## src/rtl/moore_counter_pkg.sv

```systemverilog
// moore_counter_pkg: state encoding and default sizing shared by the up/down counters and their benches.
package moore_counter_pkg;
  typedef enum logic [1:0] {
    IDLE  = 2'b00,
    RUN   = 2'b01,
    PAUSE = 2'b10,
    TERM  = 2'b11
  } state_e;
  localparam int DEF_WIDTH = 4;
  localparam int DEF_MAX = 15;
endpackage

```

## src/rtl/moore_up_counter.sv

```systemverilog
// moore_up_counter: Moore up counter 0..MAX with clear/enable; outputs decoded from registers only.
// Define MOORE_UP_COUNTER_SAT_EN to saturate at MAX instead of wrapping to 0.
module moore_up_counter
  import moore_counter_pkg::*;
#(
  parameter int WIDTH = DEF_WIDTH,
  parameter int MAX = DEF_MAX
) (
  input  logic             clk,
  input  logic             reset,
  input  logic             enable,
  input  logic             clear,
  output logic [WIDTH-1:0] count,
  output logic             tc,
  output logic             running,
  output logic [1:0]       state
);
`ifdef MOORE_UP_COUNTER_SAT_EN
  localparam bit SAT = 1'b1;
`else
  localparam bit SAT = 1'b0;
`endif
  localparam logic [WIDTH-1:0] MAX_V = WIDTH'(MAX);
  if (MAX < 1 || MAX > (1 << WIDTH) - 1) begin : g_max_check
    $error("moore_up_counter: MAX out of range for WIDTH");
  end
  state_e           state_q, state_d;
  logic [WIDTH-1:0] count_q, count_d, nxt;
  always_comb begin
    nxt     = count_q + WIDTH'(1);
    state_d = state_q;
    count_d = count_q;
    if (clear) begin
      state_d = IDLE;
      count_d = '0;
    end else if (enable && state_q == TERM) begin
      state_d = SAT ? TERM : RUN;
      count_d = SAT ? count_q : '0;
    end else if (enable) begin
      state_d = (nxt == MAX_V) ? TERM : RUN;
      count_d = nxt;
    end else if (state_q == RUN) begin
      state_d = PAUSE;
    end
  end
  always_ff @(posedge clk or negedge reset) begin
    if (!reset) begin
      state_q <= IDLE;
      count_q <= '0;
    end else begin
      state_q <= state_d;
      count_q <= count_d;
    end
  end
  assign count   = count_q;
  assign state   = state_q;
  assign tc      = state_q == TERM;
  assign running = state_q == RUN;
endmodule

```

## config.mk

```make
export PLATFORM = sky130hd
export DESIGN_NAME = moore_up_counter
export DESIGN_NICKNAME = d
export VERILOG_FILES = /design/src/rtl/moore_counter_pkg.sv /design/src/rtl/moore_up_counter.sv
export SDC_FILE = /design/constraint.sdc
export NUM_CORES = 1
export LEC_CHECK = 0
export BUFFER_PORTS_ARGS = -buffer_cell sky130_fd_sc_hd__buf_4
export CORE_AREA = 2 2 39 41
export CTS_BUF_LIST = sky130_fd_sc_hd__clkbuf_16
export CTS_CLUSTER_SIZE = 16
export DETAILED_ROUTE_END_ITERATION = 10
export DIE_AREA = 0 0 41 43
export PLACE_DENSITY_LB_ADDON = 0.25
export SLEW_MARGIN = 20
export SYNTH_ARGS = -nofsm -noshare
export SYNTH_HDL_FRONTEND = slang
export SYNTH_SLANG_ARGS = --single-unit
```

## constraint.sdc

```tcl
create_clock -name clk -period 3.62 [get_ports clk]
set_input_delay 0.181 -clock clk [delete_from_list [all_inputs] [get_ports clk]]
set_output_delay 0.181 -clock clk [all_outputs]
set_load 0.1 [all_outputs]
```

==> metrics.md, run 1 <==
| Metric | Value |
|---|---|
| Final Setup Violations | 0 |
| RSZ-0062 raised after global routing | false |
| Core area | 1380 um2 |
| Clock Root Buffer | clkbuf_16 |
| Distinct cell type count after synthesis | 19 |
| Worst-Margin Slew | 0.278 ns |
| Total Routing Usage GR | 0.114 |
| Routed wire length per instance | 11.3 um |
| Setup TNS | 0 ns |
| Final wirelength | 754 um |
| Design area | 534 um2 |
| Post-synthesis sequential area ratio | 0.427 |
| First-pass GRT wire length | 1260 um |
| 1st-pass router iterations | 4 |
| Post-placement worst setup slack | 2.32 ns |
| Full die area | 1760 um2 |
| Port Buffer Count | 11 |
| Max-Cap Viols | 0 |
| Initial core utilization | 0.254 |
| Final ANT Viol Nets | 0 |
| Switch share | 0.263 |
| Max_slew headroom | 0.816 |
| Yosys top cell by area | dfrtp_1 |
| Period utilization | 0.379 |
| Largest net degree at the start of global routing | 9 |
| Die X | 41 um |
| Worst-Skew Late Latency | 0.23 ns |
| Clk pwr share | 0.576 |
| Nature of the critical path endpoint | primary output |
| Final hold viol count | 0 |
| Vias | 307 |
| Total CTS buffers | 3 |
| Crit path DAT | 1.19 ns |
| Clock Path Buffers | 2 |
| Worst r2r path cells | 4 |
| Total congestion overflow | 0 |
| Fin. max-slew vios | 0 |
| Final min period | 1.37 ns |
| Required time worst endpoint | 3.44 ns |
| Synthesis-to-finish area growth | 52.0% |
| DR DRC count | 0 |
| VDD IR-drop max | 0.272 mV |
| Worst Clk Skew | 0.000564 ns |
| Leak Pwr | 0.000273 uW |
| Placed inst area | 449 um2 |
| Beginning of the worst register-to-register path | count[0]$_DFFE_PN0P_ |
| Hold Startpoint | clear |
| Critical path fanouts, max | 8 |
| HPWL after detailed placement | 577 um |
| Final Net Count | 59 |
| Largest cells by area after synthesis | dfrtp_1 43%, mux2i_1 8.5%, ha_1 7.1%, a21oi_1 5.7%, nor2_1 5.3% |
| Starting DRT DRC Count | 6 |
| Worst Slack Setup Final | 2.25 ns |
| Yosys Warn Count | 0 |
| Clk slew on worst S/H paths | 0.03 ns |
| Status | completed |
| TritonCTS clock tree | built |
| Syn Area/Cell | 9.50 um2 |
| DR vias/cell | 4.58 |
| Yosys reg bits | 6 |
| Ant diodes | 0 |
| Comb pwr share | 0.176 |
| Die span in y | 43 um |
| Top Ports | 12 |
| Initial antenna violation count | 0 |
| Reg2Reg Setup Slack | 2.32 ns |
| Ratio of cells with drive above 1 in the final layout | 0.314 |
| Sequential power share | 0.248 |
| Routability Congestion | 0.707 |
| Fmax | 728 MHz |
| Internal cell power | 226 uW |
| Cell count after synthesis | 37 |
| Clock Sinks | 6 |
| Mapped Area | 352 um2 |
| Type of the most critical hold path | input port to flop |
| Crit Reg-Reg Endpoint | state[1]$_DFFE_PN0P_ |
| Syn_nets | 43 |
| Sw Pwr | 81.0 uW |
| Crit Path Class | flop to primary output |
| Num rows | 14 |
| Vias in the first global route | 300 |
| Worst setup SP type | flop |
| Hold endpoint | count[2]$_DFFE_PN0P_ |
| WHS Path Cells | 2 |
| H-tree levels | 1 |
| Area share of the largest cell type after synthesis | 0.427 |
| Power per cell area | 575 nW/um2 |
==> state kept, by name, summed over array words and instances, names as in the netlist <==
name	count
count	4
state	2
==> worst max-delay path, stage by stage (launching register included) <==
cell	delay (ns)
dfrtp_1	0.45
and2b_2	0.24
buf_4	0.28
==> metal layers <==
metal  wire, um  track usage
met1        349        0.134
met2        324        0.150
met3         61       0.0628
met4         19       0.0800
met5          0            0
==> cell type report <==
type                    count  area, um2
repair buffers             12       92.6
well taps                  16       20.0
fillers                   142        850
clock buffers               3       75.1
inverters                   1       3.75
multi-input cells          29        193
flip-flops and latches      6        150
==> logic make-up (layout without fill, tap and decap cells) <==
family,count (synthesis),count (layout),synth area share
DFF,6,6,0.427
and+or+nand+nor,14,14,0.228
muxes,3,3,0.0854
buffers and inverters,2,16,0.0249
adders and majority gates,2,2,0.0712
AOI/OAI and AO/OA,10,10,0.164
==> worst max path at each step <==
| stage | end | from | cells past startpoint | slack [ns] |
|---|---|---|---|---|
| finish | running | state[1]$_DFFE_PN0P_ | 2 | 2.25 |
| global route | running | state[1]$_DFFE_PN0P_ | 2 | 2.19 |
| CTS | running | state[1]$_DFFE_PN0P_ | 2 | 2.25 |
| detailed placement | state[1]$_DFFE_PN0P_ | count[0]$_DFFE_PN0P_ | 4 | 2.32 |
| global placement | state[1]$_DFFE_PN0P_ | count[0]$_DFFE_PN0P_ | 4 | 2.41 |
| floorplan | count[2]$_DFFE_PN0P_ | state[0]$_DFFE_PN0P_ | 3 | 1.79 |
==> cell usage in the layout, fill, tap and decap left out <==
cell,count
buf_4,11
dfrtp_1,6
nor2_1,5
a21oi_1,4
mux2i_1,3
o21ai_0,3
clkbuf_16,3
nand2b_1,2
ha_1,2
and2_4,1
and2b_2,1
inv_1,1
and3b_1,1
and2b_1,1
o21bai_1,1
a21boi_1,1
nand3_1,1
nor2b_1,1
o31ai_1,1
nand2_1,1
dlygate4sd3_1,1
==> per-stage QoR <==
step | util | instances | total power, uW | hold slack [ns]
2_1_floorplan | - | 37 | 117 | -0.115
3_3_place_gp | 0.325 | 63 | 131 | -0.00410
3_5_place_dp | 0.325 | 63 | 131 | -0.00789
4_1_cts | 0.386 | 67 | 310 | 0.148
5_1_grt | 0.386 | 67 | 317 | 0.163
6_report | 0.386 | 67 | 307 | 0.146
==> synthesized netlist by cell type <==
cell type and n:
and2b_2 1, o21bai_1 1, a21oi_1 4, mux2i_1 3, and3b_1 1, and2b_1 1
o21ai_0 3, nand2b_1 2, nand2_1 1, ha_1 2, buf_2 1, o31ai_1 1
nor2_1 5, and2_4 1, a21boi_1 1, dfrtp_1 6, nor2b_1 1, inv_1 1
nand3_1 1
==> power by group through the flow <==
stage / Clock [uW] / Combinational (uW) / Sequential [uW]
2_1_floorplan: 0 / 17.4 / 99.4
6_report: 177 / 54.2 / 76.2
5_1_grt: 183 / 57.4 / 77.0
3_5_place_dp: 0 / 53.6 / 76.9
4_1_cts: 179 / 54.6 / 76.1
3_3_place_gp: 0 / 54.2 / 76.9
==> repair_timing <==
item | 4_1_cts | 5_1_grt
gates resized for setup | 0 | 0
hold buffers | 1 | 0
hold endpoints to repair | 6 | 0
setup endpoints to repair | 0 | 0
setup buffers | 0 | 0
(Power assumes the default switching activity.)
==> run 2, diff against run 1 <==
- clock period: 3.62 -> 1.2 ns (I/O delays scaled with it)
==> metrics.md, run 2 (synthesis results as in run 1) <==
| Metric | Value |
|---|---|
| First-pass GRT wire length | 1440 um |
| Crit path DAT | 1.36 ns |
| Failing checks | negative setup slack |
| Clk slew on worst S/H paths | 0.03 ns |
| Max_slew headroom | 0.815 |
| Final hold viol count | 0 |
| Worst Slack Setup Final | -0.0287 ns |
| Max incr delay on CP | 0.51 ns |
| Total CTS buffers | 3 |
| Max-Cap Viols | 0 |
| GRT busiest layer | met1 |
| TritonCTS clock tree | built |
| Met1 Resource Use GR | 0.182 |
| Die span in y | 43 um |
| H-tree levels | 1 |
| Final Net Count | 61 |
| Initial core utilization | 0.254 |
| Routed wire length per instance | 12.5 um |
| Leak Pwr | 0.000275 uW |
| Vias in the first global route | 328 |
| Placed inst area | 495 um2 |
| Status | finished, violations left |
| DR DRC count | 0 |
| Type of the most critical hold path | input port to flop |
| Final min period | 1.23 ns |
| Worst Clk Skew | 0.00108 ns |
| Clock Sinks | 6 |
| Core area | 1380 um2 |
| Routability Congestion | 0.675 |
| Final std cells w/o fill | 69 |
| Final Setup Violations | 2 |
| Final core utilization | 0.439 |
| VDD IR-drop max | 0.836 mV |
| Num rows | 14 |
| Nature of the critical path endpoint | flop |
| Design area | 608 um2 |
| Critical path fanouts, max | 5 |
| RSZ-0062 raised after global routing | true |
| Period utilization | 1.02 |
| Max reg flops | 4 |
| Setup TNS | -0.0432 ns |
| Full die area | 1760 um2 |
| DR vias/cell | 4.88 |
| Final ANT Viol Nets | 0 |
| Placed cell count | 64 |
| Largest net degree at the start of global routing | 9 |
| Worst-Skew Late Latency | 0.23 ns |
| Hold Slack | 0.0293 ns |
| Met2 Resource Use GR | 0.163 |
| Commonest non-fill, non-tap cell in the layout | buf_4 |
| Critical path's slowest cell | dfrtp_4 |
| Total congestion overflow | 0 |
| Worst setup SP type | flop |
| Clock Root Buffer | clkbuf_16 |
| Vias | 337 |
| Crit-path cells | ha_4, and2b_1, o21ai_1, o31ai_1 |
| Commonest non-fill, non-tap cells in the layout | 11 x buf_4, 5 x nor2_1, 5 x dfrtp_4 |
| Worst-Margin Slew | 0.280 ns |
| Starting DRT DRC Count | 4 |
| Fmax | 814 MHz |
| Ant diodes | 0 |
| Crit Path Class | flop to flop |
| Top Ports | 12 |
| Port Buffer Count | 11 |
| HPWL after detailed placement | 645 um |
| Synthesis-to-finish area growth | 73.0% |
| Fin. max-slew vios | 0 |
| Die X | 41 um |
| Clock Path Buffers | 2 |
| Total Routing Usage GR | 0.124 |
| Required time worst endpoint | 1.33 ns |
| 1st-pass router iterations | 3 |
| Met3 Use GR | 0.0314 |
| Ratio of cells with drive above 1 in the final layout | 0.528 |
| Initial antenna violation count | 0 |
| Final wirelength | 861 um |
| Power per cell area | 1590 nW/um2 |
==> run 2: cell types whose count changed in the layout (fill, tap and decap cells not counted), sizes merged <==
cell | previous run | this run
buf | 11 | 13
==> run 2: layer usage <==
metal / vias up / wire length, um
met4: 0 / 19
met2: 9 / 377
li1: 160 / -
met5: - / 0
met3: 2 / 38
met1: 166 / 425
==> run 2: through the flow <==
step / worst slack, ns / power (uW)
after floorplan: -0.172 / 367
after global placement: 0.0119 / 414
after detailed placement: -0.0263 / 415
after CTS: -0.0409 / 973
after global routing: -0.102 / 999
final: -0.0287 / 965
==> run 2: worst paths after layout <==
check | slack, ns | end | start | cells after the start
worst max-delay path | -0.03 | state[1]$_DFFE_PN0P_ | count[1]$_DFFE_PN0P_ | 4
worst min-delay path | 0.03 | count[2]$_DFFE_PN0P_ | clear | 2
worst max register to register | -0.03 | state[1]$_DFFE_PN0P_ | count[1]$_DFFE_PN0P_ | 4
worst min register to register | 0.53 | count[3]$_DFFE_PN0P_ | count[3]$_DFFE_PN0P_ | 2
max in group asynchronous | 0.89 | state[1]$_DFFE_PN0P_ | reset | 2
min in group asynchronous | 0.18 | count[1]$_DFFE_PN0P_ | reset | 2
==> run 2: cell type report <==
type,instances,area [um2]
fill,139,776
sequential,6,170
inverter,1,3.75
clock buffer,3,75.1
tap,16,20.0
multi-input combinational,29,215
timing repair buffer,14,124
==> run 2: power by group <==
part / switching [uW] / internal (uW) / total (uW)
Combinational: 130 / 57.0 / 187
Sequential: 19.9 / 220 / 240
Clock: 110 / 427 / 537
Total: 260 / 704 / 965
==> run 2: worst max-delay path: cells and delay by family, from the launching register on <==
kind / cells / cell delay, ns
compound gates: 2 / 0.25
simple gates: 1 / 0.20
flops: 1 / 0.51
fa+ha+maj: 1 / 0.17
==> run 2: what timing repair did <==
item	CTS	global route
endpoints found under the setup margin	3	4
hold endpoints to repair	6	0
resized for setup	4	1
buffers inserted	0	1
hold buffers	1	0
